## src/rtl/dmem_arbiter.sv

```systemverilog
// dmem_arbiter: round-robin arbiter and sequencer between two masters and a single-write-enable data BRAM.
// Build option: define DMEM_ARB_RMW_EN to turn byte-strobed stores into read-modify-write sequences.
module dmem_arbiter #(
  parameter int unsigned ADDR_W   = 32,
  parameter int unsigned DATA_W   = 32,
  parameter int unsigned READ_LAT = 2,
  localparam int unsigned STRB_W  = DATA_W / 8
) (
  input  logic              clk,
  input  logic              reset,
  input  logic              m0_req_i,
  input  logic [STRB_W-1:0] m0_we_i,
  input  logic [ADDR_W-1:0] m0_addr_i,
  input  logic [DATA_W-1:0] m0_wdata_i,
  output logic              m0_gnt_o,
  output logic              m0_ack_o,
  output logic [DATA_W-1:0] m0_rdata_o,
  input  logic              m1_req_i,
  input  logic [STRB_W-1:0] m1_we_i,
  input  logic [ADDR_W-1:0] m1_addr_i,
  input  logic [DATA_W-1:0] m1_wdata_i,
  output logic              m1_gnt_o,
  output logic              m1_ack_o,
  output logic [DATA_W-1:0] m1_rdata_o,
  output logic [ADDR_W-1:0] mem_addr_o,
  output logic              mem_we_o,
  output logic [DATA_W-1:0] mem_wdata_o,
  input  logic [DATA_W-1:0] mem_rdata_i
);

  localparam int unsigned CNT_W = 2;

  typedef enum logic [1:0] {IDLE, ACCESS, RD_WAIT, RMW_WR} state_t;

  state_t            state;
  logic              owner;
  logic              last_m1;
  logic              lat_full;
  logic              lat_rmw;
  logic [CNT_W-1:0]  wait_cnt;

  logic              pick_m1;
  logic              grant_c;
  logic              win_full;
  logic [STRB_W-1:0] win_we;
  logic [ADDR_W-1:0] win_addr;
  logic [DATA_W-1:0] win_wdata;

  // Both pending: the master that did not own the previous access wins.
  assign pick_m1  = m1_req_i & (~m0_req_i | ~last_m1);
  assign grant_c  = reset & (state == IDLE) & (m0_req_i | m1_req_i);
  assign m0_gnt_o = grant_c & ~pick_m1;
  assign m1_gnt_o = grant_c & pick_m1;

  assign win_we    = pick_m1 ? m1_we_i    : m0_we_i;
  assign win_addr  = pick_m1 ? m1_addr_i  : m0_addr_i;
  assign win_wdata = pick_m1 ? m1_wdata_i : m0_wdata_i;

  assign m0_rdata_o = m0_ack_o ? mem_rdata_i : '0;
  assign m1_rdata_o = m1_ack_o ? mem_rdata_i : '0;

`ifdef DMEM_ARB_RMW_EN
  logic [STRB_W-1:0] lat_we;
  logic [DATA_W-1:0] lat_wdata;
  logic [DATA_W-1:0] merged_c;

  assign win_full = (win_we == {STRB_W{1'b1}});

  // Strobed lanes take the store data, the rest keep the word read back from the BRAM.
  always_comb begin
    merged_c = lat_wdata;
    for (int i = 0; i < int'(STRB_W); i++) begin
      if (!lat_we[i]) merged_c[8*i +: 8] = mem_rdata_i[8*i +: 8];
    end
  end

  always_ff @(posedge clk) begin
    if (!reset) begin
      lat_we    <= '0;
      lat_wdata <= '0;
      lat_rmw   <= 1'b0;
    end else if (grant_c) begin
      lat_we    <= win_we;
      lat_wdata <= win_wdata;
      lat_rmw   <= (|win_we) & ~win_full;
    end
  end
`else
  assign win_full = |win_we;
  assign lat_rmw  = 1'b0;
`endif

  // Sequencer: mem_* and acks are registered one cycle ahead of the state that owns them.
  always_ff @(posedge clk) begin
    if (!reset) begin
      state       <= IDLE;
      owner       <= 1'b0;
      last_m1     <= 1'b1;
      lat_full    <= 1'b0;
      wait_cnt    <= '0;
      mem_addr_o  <= '0;
      mem_we_o    <= 1'b0;
      mem_wdata_o <= '0;
      m0_ack_o    <= 1'b0;
      m1_ack_o    <= 1'b0;
    end else begin
      mem_we_o <= 1'b0;
      m0_ack_o <= 1'b0;
      m1_ack_o <= 1'b0;
      case (state)
        IDLE: begin
          if (grant_c) begin
            owner      <= pick_m1;
            last_m1    <= pick_m1;
            lat_full   <= win_full;
            mem_addr_o <= win_addr;
            if (win_full) begin
              mem_we_o    <= 1'b1;
              mem_wdata_o <= win_wdata;
              m0_ack_o    <= ~pick_m1;
              m1_ack_o    <= pick_m1;
            end
            state <= ACCESS;
          end
        end
        ACCESS: begin
          if (lat_full) begin
            state <= IDLE;
          end else begin
            wait_cnt <= CNT_W'(READ_LAT - 1);
            if (READ_LAT == 1 && !lat_rmw) begin
              m0_ack_o <= ~owner;
              m1_ack_o <= owner;
            end
            state <= RD_WAIT;
          end
        end
        RD_WAIT: begin
          if (wait_cnt != '0) begin
            wait_cnt <= wait_cnt - CNT_W'(1);
            if (wait_cnt == CNT_W'(1) && !lat_rmw) begin
              m0_ack_o <= ~owner;
              m1_ack_o <= owner;
            end
`ifdef DMEM_ARB_RMW_EN
          end else if (lat_rmw) begin
            mem_we_o    <= 1'b1;
            mem_wdata_o <= merged_c;
            m0_ack_o    <= ~owner;
            m1_ack_o    <= owner;
            state       <= RMW_WR;
`endif
          end else begin
            state <= IDLE;
          end
        end
        RMW_WR: begin
          state <= IDLE;
        end
      endcase
    end
  end

endmodule

```

## config.mk

```make
export PLATFORM = sky130hd
export DESIGN_NAME = dmem_arbiter
export DESIGN_NICKNAME = d
export VERILOG_FILES = /design/src/rtl/dmem_arbiter.sv
export SDC_FILE = /design/constraint.sdc
export NUM_CORES = 1
export LEC_CHECK = 0
export BUFFER_PORTS_ARGS = -buffer_cell sky130_fd_sc_hd__clkbuf_2
export CAP_MARGIN = 25
export CELL_PAD_IN_SITES_DETAIL_PLACEMENT = 1
export CELL_PAD_IN_SITES_GLOBAL_PLACEMENT = 2
export CORE_MARGIN = 2
export CORE_UTILIZATION = 20
export CTS_BUF_LIST = sky130_fd_sc_hd__clkbuf_4 sky130_fd_sc_hd__clkbuf_8 sky130_fd_sc_hd__clkbuf_16
export CTS_CLUSTER_DIAMETER = 50
export CTS_CLUSTER_SIZE = 25
export DETAILED_ROUTE_END_ITERATION = 8
export PLACE_DENSITY_LB_ADDON = 0.1
export SYNTH_ARGS = -nofsm -noshare
export SYNTH_HDL_FRONTEND = slang
export SYNTH_SLANG_ARGS = --single-unit
```

## constraint.sdc

```tcl
create_clock -name clk -period 2 [get_ports clk]
set_input_delay 0.1 -clock clk [delete_from_list [all_inputs] [get_ports clk]]
set_output_delay 0.1 -clock clk [all_outputs]
set_load 0.01 [all_outputs]
```

* After elaboration in Yosys (flattened, before gate mapping)
Index checks and enable logic that the tools add are counted.
W data, S select, Z words.
** Cells by class
- $add $sub $neg :: 1
- Equal/unequal tests :: 8
- Mux-type cells :: 23
- Bitwise gates (word level) :: 11
- Reductions and logical operators :: 9
** Operators by type and width (count)
- $mux W32 :: 4
- $mux W2 :: 5
- $mux W1 :: 9
- $reduce_and A3 Y1 :: 3
- $ne A2 B2 Y1 const B :: 4
- $pmux W2 S4 :: 1
- $and A1 B1 Y1 :: 5
- $eq A2 B1 Y1 const B :: 2
- $eq A2 B2 Y1 const B :: 2
- $mux W4 :: 1
- $not A1 Y1 :: 4
- $pmux W1 S2 :: 2
- $pmux W2 S2 :: 1
- $reduce_and A2 Y1 :: 2
- $reduce_bool A2 Y1 :: 2
- $reduce_or A4 Y1 :: 1
- $logic_not A2 Y1 :: 1
- $or A1 B1 Y1 :: 2
- $sub A2 B1 Y2 const B :: 1
** Storage, ports and cells
- Register bits :: 74
- Bits of input ports :: 172
- Output and inout port bits :: 133
- Word-level logic and storage cells :: 62

* Depth between registers and ports, before layout
Gate-level depths: netlist of run 1.
- Depth after elaboration :: 8
- Mapped depth :: 6
- Depth with buffers taken out :: 6

* Worst setup path before layout of run 1
OpenSTA, ideal clock, no wires.
- Path kind :: flip-flop to flip-flop
- Start point :: reg state[0]
- End point :: reg mem_wdata_o[10]
- Setup time :: 0.120 ns
- Arrival time :: 1.342 ns
- Data required time :: 1.880 ns
- Setup slack :: 0.538 ns
- Stages on the path, launching flop included :: 7
- Period minus slack after synthesis :: 1.462 ns
- Path through :: dfxtp_1 -> nor3b_2 -> o21ai_2 -> a211o_1 -> buf_4 -> buf_6 -> mux2i_1
** On the way
- Longest elaborated chain between the ends :: 4
** Ends and longest elaborated chain
- start: declaration :: RTL line 35 : state_t state;
- start signal: assignment :: RTL line 96 : state <= IDLE;
- start signal: assignment :: RTL line 123 : state <= ACCESS;
- start signal: assignment :: RTL line 128 : state <= IDLE;
- $logic_not A2 Y1 (*) :: RTL line 51, 110
- $and A1 B1 Y1 (2 in series) :: RTL line 51 : assign grant_c = reset & (state == IDLE) & (m0_req_i | m1_req_i);
- $reduce_and A3 Y1 (no source line) (*)
- end signal: assignment :: RTL line 119 : mem_wdata_o <= win_wdata;
- end: declaration :: RTL line 27 : output logic [DATA_W-1:0] mem_wdata_o,
Every way passes the cells marked *; elsewhere a longest branch is shown, timed or not.
A chain may end at the register's enable or synchronous reset.

* Final worst setup path of run 1
- Start point :: reg last_m1
- End point :: out m1_gnt_o
** On the way
- Longest elaborated chain between the ends :: 4
** Ends and longest elaborated chain
- start: declaration :: RTL line 37 : logic last_m1;
- start signal: assignment :: RTL line 114 : last_m1 <= pick_m1;
- $not A1 Y1 :: RTL line 50 : assign pick_m1 = m1_req_i & (~m0_req_i | ~last_m1);
- $or A1 B1 Y1 :: RTL line 50
- $and A1 B1 Y1 :: RTL line 50
- $and A1 B1 Y1 :: RTL line 53 : assign m1_gnt_o = grant_c & pick_m1;
- end: declaration :: RTL line 22 : output logic m1_gnt_o,
Every way passes these cells.

==> impl_metrics.yaml, run 1 <==
outcome:
  outcome: "finished clean"
worst_setup_path:
  worstReg2RegEnd: "mem_wdata_o[12]$_SDFFE_PN0P_"
  critPathKind: "reg2out"
  r2r_start: "state[0]$_SDFFE_PN0P_"
  crit_family: "buffers and inverters"
  cp_slowest_cell: "dfxtp_1"
  end_kind: "output pin"
  crit_required_ns: 1.90
  crit_arrival_ns: 1.71
  reg2regPathDepth: 5
  crit_fanout: 32
  crit_chain: "a21boi_4, and2_1, buf_12, clkbuf_2"
  path_buf_inv: 2
  worst-r2r-setup-slack_ns: 0.33
  cp-start-kind: "register"
  cp_slowest_stage_delay_ns: 0.34
finish:
  multi_input_area_sq_mm: 0.00209
  syn2layout_area_growth_pct: 55.2
  final_common_cell: "clkbuf_2"
  register_area_sq_mm: 0.00148
  fillCellCount: 2239
  nets: 868
  mostFrequentLayoutCells: "clkbuf_2 (303), dfxtp_1 (74), nand2_1 (68), and2_1 (65)"
  drive_gt1_frac: 0.525
  postLayoutCoreUtil: 0.313
timing:
  tns_ns: 0
  rsz0062_at_grt: "no"
  slew_viol_final: 0
  finalCriticalPeriod_ns: 1.81
  slew_headroom: 0.326
  worst_pin_slew_ns: 1.01
  skew_ns: 0.00887
  hold_viol: 0
  setup-violations-final: 0
  max_freq_ghz: 0.553
  finalCritPeriodShare: 0.904
flow_run:
  cap_violations: 0
clocking:
  cts-buffers-inserted: 9
  htree_levels: 3
  cts_sinks: 74
  cts_setup_buffers: 0
  holdBufCountCts: 0
  clk_pin_slew_ns: 0.06
  clockBufferDepth: 2
  clk_latency_ns: 0.33
  cts-resized-gates: 0
  cts_tree: "built"
  cts_root_buf: "clkbuf_16"
min_path:
  worstHoldPathType: "in2reg"
  worstHoldPathCells: 3
  holdPathEnd: "mem_addr_o[24]$_SDFFE_PN0P_"
  hold_start: "m1_addr_i[24]"
drt:
  finalWirelength_um: 14300
  wl_per_cell_um: 15.3
  vias_per_cell: 4.33
  firstDrtPassIters: 6
  vias: 4047
  drt_iter0_drc: 187
  drtAntennaViolNets: 0
  drc: 0
floorplan:
  io_pins: 305
  start_util: 0.202
  die_area_sq_mm: 0.0199
  rows: 50
  dieWidth_um: 141
  die_y_um: 141
  core_sq_mm: 0.0186
power:
  peakVddDrop_mv: 0.424
  p_per_area_mw_per_mm2: 714
  p_leak_uw: 0.00303
synth:
  yosysTopAreaCell: "dfxtp_1"
  synth-seq-cells: 74
  synth_edf_count: 0
  syn_inst: 405
  synth_nets: 579
  syn_area_per_cell_sq_um: 9.26
  synth_cell_types: 31
  synthTopCellsByArea: "dfxtp_1 (40%), and2_1 (11%), mux2_2 (9.6%)"
  synth_flop_cell: "dfxtp_1"
  syn_area_sq_mm: 0.00375
  yosysWarnings: 0
  synth_top_area_share: 0.395
  synthArstFlopShare: 0
  seq_area_frac_synth: 0.395
global_route:
  antenna_found_initial: 2
  met1_usage: 0.149
  grt_use_met2: 0.252
  busiest_layer: "met2"
  grt_pass1_vias: 4114
  grt_pass1_wl_um: 21500
  use_met3: 0.0462
  overflow: 0
  grt_max_degree: 104
  grt_usage: 0.137
placement:
  gp_congestion: 0.746
  portBuffers: 304
  dp_hpwl_um: 10900
## per-stage QoR
step	std cells	hold WS (ns)	instance area, sq um	power (uW)	worst slack [ns]
2_1_floorplan	405	0.292	3750	2140	0.538
3_3_place_gp	917	0.379	5520	2550	0.333
3_5_place_dp	917	0.393	5520	2570	0.325
4_1_cts	933	0.0337	5820	4250	0.149
5_1_grt	934	0.0455	5820	4390	0.0925
6_report	934	0.0490	5820	4150	0.192
## worst min-delay path: cells and delay by family
kind	cells	cell delay (ns)
and+or+nand+nor	1	0.10
buffers and inverters	1	0.07
AOI/OAI and AO/OA	1	0.07
## cells by family after synthesis
kind of cell             synth area share
flip-flops                          0.395
multiplexers                        0.184
AND/OR/NAND/NOR                     0.254
AO/OA/AOI/OAI                       0.109
adder cells (fa/ha/maj)           0.00667
buffers and inverters              0.0504
## synthesized netlist by cell type (2+ instances only)
library cell and count:
a21boi_1 2, a21oi_1 2, a222oi_1 32, and2_1 65, buf_2 10, buf_6 3
clkbuf_1 21, dfxtp_1 74, ha_1 2, inv_1 3, inv_2 2, mux2_2 32
mux2i_1 33, nand2_1 68, nand2b_1 4, nor2_1 4, nor2b_1 33, o21ai_0 2
## power breakdown
part | leakage [uW] | total (uW) | internal [uW] | switching, uW
Clock | 0.000146 | 1640 | 983 | 656
Sequential | 0.000606 | 1650 | 1590 | 62.5
Combinational | 0.00228 | 866 | 438 | 427
Total | 0.00303 | 4150 | 3010 | 1150
## state kept, by name, summed over array words and instances (netlist names)
register and count:
mem_we_o 1, wait_cnt 2, m0_ack_o 1, state 2, mem_addr_o 32, mem_wdata_o 32
last_m1 1, m1_ack_o 1, owner 1, lat_full 1
## metal layers
| layer | wire [um] | vias up |
|---|---|---|
| met2 | 7340 | 162 |
| met3 | 1080 | 14 |
| met4 | 192 | 0 |
| li1 | - | 1987 |
| met1 | 5720 | 1884 |
| met5 | 0 | - |
## how the worst max path moves through the flow
stage | start | end | slack, ns | depth (start not counted)
2_1_floorplan | state[0]$_SDFFE_PN0P_ | mem_wdata_o[10]$_SDFFE_PN0P_ | 0.54 | 6
3_3_place_gp | m1_we_i[0] | mem_wdata_o[7]$_SDFFE_PN0P_ | 0.33 | 5
3_5_place_dp | state[0]$_SDFFE_PN0P_ | mem_wdata_o[3]$_SDFFE_PN0P_ | 0.32 | 5
4_1_cts | last_m1$_SDFFE_PN1P_ | m1_gnt_o | 0.15 | 4
5_1_grt | last_m1$_SDFFE_PN1P_ | m1_gnt_o | 0.09 | 4
6_report | last_m1$_SDFFE_PN1P_ | m1_gnt_o | 0.19 | 4
## area by class of cell
cell class	count	area share
antenna	1	0.000430
sequential	74	0.255
multi-input combinational	291	0.359
inverter	5	0.00322
clock buffer	10	0.0400
tap	234	0.0503
clock inverter	6	0.0112
timing repair buffer	313	0.282
(Power assumes the default switching activity.)
==> inputs of run 2 (changes only) <==
--- a/config.mk
+++ b/config.mk
@@ -9,6 +9,7 @@
 export CAP_MARGIN = 25
 export CELL_PAD_IN_SITES_DETAIL_PLACEMENT = 1
 export CELL_PAD_IN_SITES_GLOBAL_PLACEMENT = 2
+export CORE_ASPECT_RATIO = 1.2
 export CORE_MARGIN = 2
 export CORE_UTILIZATION = 20
 export CTS_BUF_LIST = sky130_fd_sc_hd__clkbuf_4 sky130_fd_sc_hd__clkbuf_8 sky130_fd_sc_hd__clkbuf_16
@@ -16,6 +17,7 @@
 export CTS_CLUSTER_SIZE = 25
 export DETAILED_ROUTE_END_ITERATION = 8
 export PLACE_DENSITY_LB_ADDON = 0.1
+export SLEW_MARGIN = 20
 export SYNTH_ARGS = -nofsm -noshare
 export SYNTH_HDL_FRONTEND = slang
 export SYNTH_SLANG_ARGS = --single-unit
==> impl_metrics.yaml, run 2 (same netlist as run 1, synthesis figures left out) <==
outcome:
  outcome: "finished clean"
clocking:
  htree_levels: 3
  cts_sinks: 74
  cts-resized-gates: 0
  holdBufCountCts: 0
  clockBufferDepth: 2
  cts-buffers-inserted: 9
  cts_tree: "built"
  cts_setup_buffers: 0
  cts_root_buf: "clkbuf_16"
  clk_pin_slew_ns: 0.06
  clk_latency_ns: 0.34
timing:
  tns_ns: 0
  setup-violations-final: 0
  hold_viol: 0
  finalCriticalPeriod_ns: 1.74
  rsz0062_at_grt: "no"
  finalCritPeriodShare: 0.871
  skew_ns: 0.0104
  worst_pin_slew_ns: 0.963
  slew_headroom: 0.358
  slew_viol_final: 0
  max_freq_ghz: 0.574
placement:
  dp_hpwl_um: 11400
  portBuffers: 304
  gp_congestion: 0.748
power:
  p_leak_uw: 0.00304
  p_per_area_mw_per_mm2: 705
  power_frac_seq: 0.399
  p_clk_frac: 0.391
  switching_share: 0.269
  p_total_uw: 4130
  combPwrFrac: 0.209
  internal_power_uw: 3020
  peakVddDrop_mv: 0.361
  p_switching_uw: 1110
drt:
  drc: 0
  vias: 4095
  finalWirelength_um: 14400
  drtAntennaViolNets: 0
  vias_per_cell: 4.30
  firstDrtPassIters: 8
  wl_per_cell_um: 15.2
  drt_iter0_drc: 233
finish:
  num_antenna_cells: 0
  final_common_cell: "clkbuf_2"
  syn2layout_area_growth_pct: 56.2
  nets: 871
  mostFrequentLayoutCells: "clkbuf_2 (303), dfxtp_1 (74), nand2_1 (68), and2_1 (65)"
  drive_gt1_frac: 0.526
  largestRegisters: "mem_addr_o (32), mem_wdata_o (32)"
global_route:
  antenna_found_initial: 0
  grt_pass1_wl_um: 21700
  grt_max_degree: 104
  overflow: 0
  grt_usage: 0.140
  grt_pass1_vias: 4115
worst_setup_path:
  critPathKind: "reg2out"
  cp-start-kind: "register"
  crit_required_ns: 1.90
  end_kind: "output pin"
  crit_arrival_ns: 1.64
  crit_fanout: 27
floorplan:
  die_area_sq_mm: 0.0199
  die_y_um: 154
  start_util: 0.205
  core_sq_mm: 0.0183
  rows: 54
  io_pins: 305
  dieWidth_um: 129
min_path:
  worstHoldPathType: "in2reg"
flow_run:
  cap_violations: 0
[run 2: power by group through the flow]
stage | Clock, uW | Sequential [uW] | Combinational [uW]
2_1_floorplan | 0 | 1720 | 421
3_3_place_gp | 0 | 1680 | 878
3_5_place_dp | 0 | 1680 | 887
4_1_cts | 1680 | 1650 | 890
5_1_grt | 1750 | 1660 | 957
6_report | 1620 | 1650 | 865
[run 2: worst paths after layout]
check / startpoint / end / slack, ns / depth (start not counted)
worst max register to register: state[0]$_SDFFE_PN0P_ / mem_wdata_o[24]$_SDFFE_PN0P_ / 0.34 / 5
worst min register to register: mem_wdata_o[28]$_SDFFE_PN0P_ / mem_wdata_o[28]$_SDFFE_PN0P_ / 0.46 / 2
worst min-delay path: m1_addr_i[19] / mem_addr_o[19]$_SDFFE_PN0P_ / 0.05 / 3
worst max-delay path: state[0]$_SDFFE_PN0P_ / m0_gnt_o / 0.26 / 4
[run 2: area by class of cell]
class / instances / area (sq um)
fillers: 2217 / 12500
repair buffers: 316 / 1650
well taps: 252 / 315
multi-input cells: 291 / 2100
inverters: 5 / 18.8
flip-flops and latches: 74 / 1480
clock inverters: 4 / 53.8
clock buffers: 10 / 239
[run 2: critical path, stage by stage, from the launching register on]
cell and delay [ns]:
dfxtp_1 0.36, nor3b_2 0.31, and3_1 0.28, buf_12 0.19
clkbuf_2 0.15
[run 2: routing by layer]
layer	GRT usage	routed length (um)	up-vias
met5	0	0	-
met4	0.0569	404	0
met3	0.0404	1170	26
met2	0.253	7330	192
met1	0.151	5530	1890
li1	-	-	1987
[run 2: stage by stage]
step / area (sq um) / worst slack, ns / utilization / instances / hold WS, ns
2_1_floorplan: 3750 / 0.538 / - / 405 / 0.292
3_3_place_gp: 5560 / 0.306 / 0.304 / 938 / 0.385
3_5_place_dp: 5560 / 0.312 / 0.304 / 938 / 0.391
4_1_cts: 5860 / 0.220 / 0.320 / 952 / 0.0334
5_1_grt: 5860 / 0.151 / 0.320 / 952 / 0.0510
6_report: 5860 / 0.259 / 0.320 / 952 / 0.0508
